<file path="src/rtl/stopwatch_display.sv">
// Stopwatch display driver: samples minutes/seconds/status, converts them to BCD with a
// sequential double-dabble engine, and scans a 5-digit common-anode 7-segment display (MMM.SS).
module stopwatch_display #(
    parameter int SCAN_DIV  = 4,
    parameter int BLINK_DIV = 64
) (
    input  logic       clk,
    input  logic       rst,
    input  logic [7:0] minutes,
    input  logic [5:0] seconds,
    input  logic [1:0] status,
    output logic [4:0] an,
    output logic [6:0] seg,
    output logic       dp,
    output logic       range_err,
    output logic       frame_done
);

    // state    | meaning
    // LOAD     | snapshot inputs, clear BCD scratch
    // CONV_MIN | 8 add-3/shift steps on minutes
    // CONV_SEC | 6 add-3/shift steps on seconds
    // COMMIT   | publish digits/status to display registers
    typedef enum logic [1:0] {LOAD, CONV_MIN, CONV_SEC, COMMIT} state_t;

    localparam logic [1:0] ST_PAUSED  = 2'b10;
    localparam logic [1:0] ST_INVALID = 2'b11;

    state_t      state, state_nxt;
    logic [2:0]  bit_cnt;
    logic [7:0]  sh_min, wk_min;
    logic [5:0]  sh_sec, wk_sec;
    logic [1:0]  sh_status;
    logic [11:0] bcd_min, min_adj;
    logic [7:0]  bcd_sec, sec_adj;
    logic [3:0]  d_min_h, d_min_t, d_min_u, d_sec_t, d_sec_u;
    logic [1:0]  d_status;

    logic [15:0] scan_cnt;
    logic [2:0]  idx;
    logic [23:0] blink_cnt;
    logic        phase;

    logic [3:0]  dig;
    logic        lz_blank;
    logic [4:0]  an_nxt;
    logic [6:0]  seg_nxt;
    logic        dp_nxt;

    function automatic logic [3:0] nib_adj(input logic [3:0] n);
        return (n >= 4'd5) ? n + 4'd3 : n;
    endfunction

    function automatic logic [6:0] seg7(input logic [3:0] d);
        case (d)
            4'd0:    return 7'h40;
            4'd1:    return 7'h79;
            4'd2:    return 7'h24;
            4'd3:    return 7'h30;
            4'd4:    return 7'h19;
            4'd5:    return 7'h12;
            4'd6:    return 7'h02;
            4'd7:    return 7'h78;
            4'd8:    return 7'h00;
            4'd9:    return 7'h10;
            default: return 7'h7F;
        endcase
    endfunction

    assign min_adj    = {nib_adj(bcd_min[11:8]), nib_adj(bcd_min[7:4]), nib_adj(bcd_min[3:0])};
    assign sec_adj    = {nib_adj(bcd_sec[7:4]), nib_adj(bcd_sec[3:0])};
    assign frame_done = (state == COMMIT);

    always_ff @(posedge clk or posedge rst) begin
        if (rst) state <= LOAD;
        else     state <= state_nxt;
    end

    always_comb begin
        state_nxt = state;
        case (state)
            LOAD:     state_nxt = CONV_MIN;
            CONV_MIN: if (bit_cnt == 3'd7) state_nxt = CONV_SEC;
            CONV_SEC: if (bit_cnt == 3'd5) state_nxt = COMMIT;
            COMMIT:   state_nxt = LOAD;
            default:  state_nxt = LOAD;
        endcase
    end

    always_ff @(posedge clk or posedge rst) begin
        if (rst) begin
            bit_cnt   <= '0;
            sh_min    <= '0;
            wk_min    <= '0;
            sh_sec    <= '0;
            wk_sec    <= '0;
            sh_status <= '0;
            bcd_min   <= '0;
            bcd_sec   <= '0;
            d_min_h   <= '0;
            d_min_t   <= '0;
            d_min_u   <= '0;
            d_sec_t   <= '0;
            d_sec_u   <= '0;
            d_status  <= '0;
            range_err <= 1'b0;
        end else begin
            case (state)
                LOAD: begin
                    sh_min    <= minutes;
                    wk_min    <= minutes;
                    sh_sec    <= seconds;
                    wk_sec    <= seconds;
                    sh_status <= status;
                    bcd_min   <= '0;
                    bcd_sec   <= '0;
                    bit_cnt   <= '0;
                end
                CONV_MIN: begin
                    // The working copy shifts out MSB-first into the adjusted scratch.
                    {bcd_min, wk_min} <= {min_adj, wk_min} << 1;
                    bit_cnt <= (bit_cnt == 3'd7) ? 3'd0 : bit_cnt + 3'd1;
                end
                CONV_SEC: begin
                    {bcd_sec, wk_sec} <= {sec_adj, wk_sec} << 1;
                    bit_cnt <= (bit_cnt == 3'd5) ? 3'd0 : bit_cnt + 3'd1;
                end
                COMMIT: begin
                    d_min_h   <= bcd_min[11:8];
                    d_min_t   <= bcd_min[7:4];
                    d_min_u   <= bcd_min[3:0];
                    d_sec_t   <= bcd_sec[7:4];
                    d_sec_u   <= bcd_sec[3:0];
                    d_status  <= sh_status;
                    range_err <= (sh_min > 8'd120) || (sh_sec > 6'd59);
                end
                default: bit_cnt <= '0;
            endcase
        end
    end

    always_ff @(posedge clk or posedge rst) begin
        if (rst) begin
            scan_cnt  <= '0;
            idx       <= '0;
            blink_cnt <= '0;
            phase     <= 1'b1;
        end else begin
            if (scan_cnt == 16'(SCAN_DIV - 1)) begin
                scan_cnt <= '0;
                idx      <= (idx == 3'd4) ? 3'd0 : idx + 3'd1;
            end else begin
                scan_cnt <= scan_cnt + 16'd1;
            end
            if (blink_cnt == 24'(BLINK_DIV - 1)) begin
                blink_cnt <= '0;
                phase     <= ~phase;
            end else begin
                blink_cnt <= blink_cnt + 24'd1;
            end
        end
    end

    always_comb begin
        dig      = 4'd0;
        lz_blank = 1'b0;
        case (idx)
            3'd0: dig = d_sec_u;
            3'd1: dig = d_sec_t;
            3'd2: dig = d_min_u;
            3'd3: begin
                dig      = d_min_t;
                lz_blank = (d_min_h == 4'd0) && (d_min_t == 4'd0);
            end
            3'd4: begin
                dig      = d_min_h;
                lz_blank = (d_min_h == 4'd0);
            end
            default: dig = 4'd0;
        endcase

        an_nxt  = ~(5'(1) << idx);
        dp_nxt  = !((idx == 3'd2) && (d_status != ST_INVALID));
        if (d_status == ST_INVALID) seg_nxt = 7'h3F;
        else if (lz_blank)          seg_nxt = 7'h7F;
        else                        seg_nxt = seg7(dig);

        if ((d_status == ST_PAUSED) && !phase) begin
            an_nxt  = 5'b11111;
            seg_nxt = 7'h7F;
            dp_nxt  = 1'b1;
        end
    end

    always_ff @(posedge clk or posedge rst) begin
        if (rst) begin
            an  <= 5'b11111;
            seg <= 7'h7F;
            dp  <= 1'b1;
        end else begin
            an  <= an_nxt;
            seg <= seg_nxt;
            dp  <= dp_nxt;
        end
    end

endmodule

</file>
<file path="config.mk">
export PLATFORM = sky130hd
export DESIGN_NAME = stopwatch_display
export DESIGN_NICKNAME = d
export VERILOG_FILES = /design/src/rtl/stopwatch_display.sv
export SDC_FILE = /design/constraint.sdc
export NUM_CORES = 1
export LEC_CHECK = 0
export CORE_ASPECT_RATIO = 1.1
export CORE_UTILIZATION = 50
export CTS_CLUSTER_SIZE = 12
export DETAILED_ROUTE_END_ITERATION = 10
export MAX_ROUTING_LAYER = met4
export PLACE_DENSITY = 0.68
export SETUP_SLACK_MARGIN = 0.3
export SLEW_MARGIN = 20
export SYNTH_ARGS = -nofsm -noshare
export SYNTH_HDL_FRONTEND = slang
export SYNTH_SLANG_ARGS = --single-unit
export TNS_END_PERCENT = 1
</file>
<file path="constraint.sdc">
create_clock -name clk -period 9.5 [get_ports clk]
set_input_delay 0.95 -clock clk [delete_from_list [all_inputs] [get_ports clk]]
set_output_delay 0.95 -clock clk [all_outputs]
set_load 0.03 [all_outputs]
</file>
==> results.toml <==
[outcome]
status = "complete, no violations"

[clock_network]
cts.clk_slew.worst_paths_ns = 0.06
cts_max_level = 4
clockBufferDepth = 2
clock-sinks = 133
postCtsHoldBufs = 0
cts_resized = 0
numCtsBuffers = 17
insertion_delay_ns = 0.42
cts_tree = "yes"
post_cts_buffers = 0
root_buffer = "clkbuf_16"

[die]
fp.dieW_um = 108.6
fp.dieH_um = 119.3
core_area_um2 = 12090
num_rows = 42
initial_core_util = 0.5174
die_area_um2 = 12960
ioPinCount = 33

[grt]
overflow = 0
grt_use_total = 0.1997
grt_max_degree = 85
grt_pass1_vias = 4100
grt_pass1_wl_mm = 19.38
antenna_found_initial = 0

[final_layout]
layout_common_cells = "dfrtp_1, nand2_1, mux2_2"
area_growth_pct = 16.21
drive_above_1_share = 0.1485
mostFrequentLayoutCell = "dfrtp_1"
nNetsFinal = 641
stdcell_count = 760
diodes = 0

[synthesis]
synthSimpleGateAreaFrac = 0.1293
synth_area_um2 = 6253
syn_nets = 606
synthCells = 558
synth_ff_type = "dfrtp_1"
synthTopCellsByArea = "dfrtp_1, mux2_2, ha_1, dfstp_2, xnor2_1"
synthAdderAreaFrac = 0.06002
ys_ff_latch = 133
synth_top_family_by_area = "simple AND/OR/NAND/NOR gates"
synth_compound_area_frac = 0.09204
synth_area_leader_cell = "dfrtp_1"
synth-xor-area-share = 0.06022
synth_top_area_share = 0.4762
ys_warn_count = 0
ys_seq_area_frac = 0.5350
synth-edff-count = 0
synthMuxAreaShare = 0.09444
yosysUniqueCellTypes = 51
ys_async_sr_fraction = 1.000
avgSynthCellArea_um2 = 11.21

[setup_path]
cp.required_ns = 8.55
start_kind = "register"
slowest_delay_ns = 0.78
critical_path_class = "register to output pin"
end_kind = "output pin"
cp_top_family = "buffers and inverters"
crit_chain = "ha_2 -> clkdlybuf4s50_1"
crit_arrival_ns = 2.22
crit_fanout = 25
path_buf_inv = 1
slowest_stage = "clkdlybuf4s50_1"

[route]
vias = 4147
drc_errors = 0
via_per_inst = 5.457
routed_wl_mm = 11.29
drtPass1Iterations = 5
wl_per_cell_um = 14.86
ant_nets = 0
drtIter0Drc = 179

[timing]
worstMarginPinSlew_ns = 0.8879
tns_ns = 0
rsz0062_at_grt = "false"
setup_violations = 0
slew_headroom = 0.4081
hold_viol_final = 0
fin_ws_ns = 6.332
fmax_mhz = 315.7
slew_viol_final = 0
period_share = 0.3335
finalHoldWorstSlack_ns = 0.4693
skew_ns = 0.008234
finalCriticalPeriod_ns = 3.168

[power_and_ir_drop]
p_clk_frac = 0.426
p_leak_nw = 3.238
power_density_nw_per_um2 = 192.1
switching_share = 0.2434
p_comb_frac = 0.118
intPower_mw = 1.056
power_frac_seq = 0.456
p_sw_mw = 0.3398
ir_worst_vdd_mv = 0.1384

[hold_path]
hold_path.class = "register to register"

[placement]
pre_cts_slack_ns = 6.375
io_buffers = 32
place_congestion = 0.8438
dp_hpwl_mm = 7.635
dp_cells = 727

[flow_run]
max_cap_viol_count = 0
-- final cells by class --
class	count	area, µm²
fillers	1015	4820
flip-flops and latches	133	3346
multi-input cells	380	2734
clock buffers	25	505.5
repair buffers	34	336.6
well taps	154	192.7
inverters	27	103.9
clock inverters	7	48.80
-- sequential cells by signal, summed over array words and instances (netlist names), 3 cells and up --
| signal | cells |
|---|---|
| idx | 3 |
| bcd_sec | 8 |
| an | 5 |
| d_min_u | 4 |
| d_sec_u | 4 |
| blink_cnt | 24 |
| bcd_min | 12 |
| bit_cnt | 3 |
| sh_sec | 4 |
| scan_cnt | 16 |
| d_min_t | 4 |
| wk_sec | 6 |
| sh_min | 8 |
| d_sec_t | 4 |
| seg | 7 |
| wk_min | 8 |
| d_min_h | 4 |
-- power groups by stage --
| stage | Combinational, mW | Clock (mW) | Sequential (mW) |
|---|---|---|---|
| 6_report | 0.165 | 0.595 | 0.636 |
| 5_1_grt | 0.181 | 0.635 | 0.639 |
| 4_1_cts | 0.163 | 0.611 | 0.636 |
| 3_5_place_dp | 0.162 | 0 | 0.645 |
| 3_3_place_gp | 0.158 | 0 | 0.645 |
| 2_1_floorplan | 0.0941 | 0 | 0.661 |
-- Yosys cell counts, types with 8 or more instances --
library cell / instances
and3_1: 10
mux2i_1: 17
clkbuf_1: 14
a21oi_1: 9
dfrtp_1: 119
nand2b_1: 12
nand2_1: 66
a22o_1: 15
nand3_1: 17
ha_1: 30
nor4_1: 9
xnor2_1: 29
xor2_1: 14
inv_1: 27
nor3_1: 10
o21ai_0: 28
o31ai_1: 8
dfstp_2: 14
nor2_1: 25
mux2_2: 36
-- metal layers --
metal  global-route usage  routed length (µm)  vias to the layer above  part of all wire
met5                    -                   0                        -                 0
met4              0.09291                 120                        0             0.011
met3              0.04926                 415                        7             0.037
met2               0.3054                5617                       67              0.50
met1               0.2485                5137                     2062              0.46
li1                     -                   -                     2011                 -
-- per-stage QoR --
stage               power (mW)  instance area [µm²]  utilization
CTS                      1.410                 7253       0.6001
finish                   1.396                 7267       0.6012
detailed placement      0.8074                 6699       0.5542
floorplan               0.7550                 6254            -
global route             1.455                 7267       0.6012
global placement        0.8030                 6699       0.5542
-- worst paths after layout --
| path | startpoint | to | slack, ns | cells after the start |
|---|---|---|---|---|
| worst max-delay path | state[0] | frame_done | 6.33 | 2 |
| worst min-delay path | scan_cnt[15] | scan_cnt[15] | 0.47 | 1 |
| worst max register to register | idx[0] | seg[6] | 6.91 | 11 |
| worst min register to register | scan_cnt[15] | scan_cnt[15] | 0.47 | 1 |
| max in group asynchronous | rst | scan_cnt[14] | 7.41 | 3 |
| min in group asynchronous | rst | wk_sec[0] | 0.97 | 2 |
-- cells by family (layout without fill, tap and decap cells) --
family          after synthesis  after routing
compound gates               84             84
fa+ha+maj                    30             30
xor+xnor                     43             43
simple gates                169            169
buf+inv                      45             93
mux                          54             54
flops                       133            133
No activity file was read; power rests on OpenSTA's default activity.
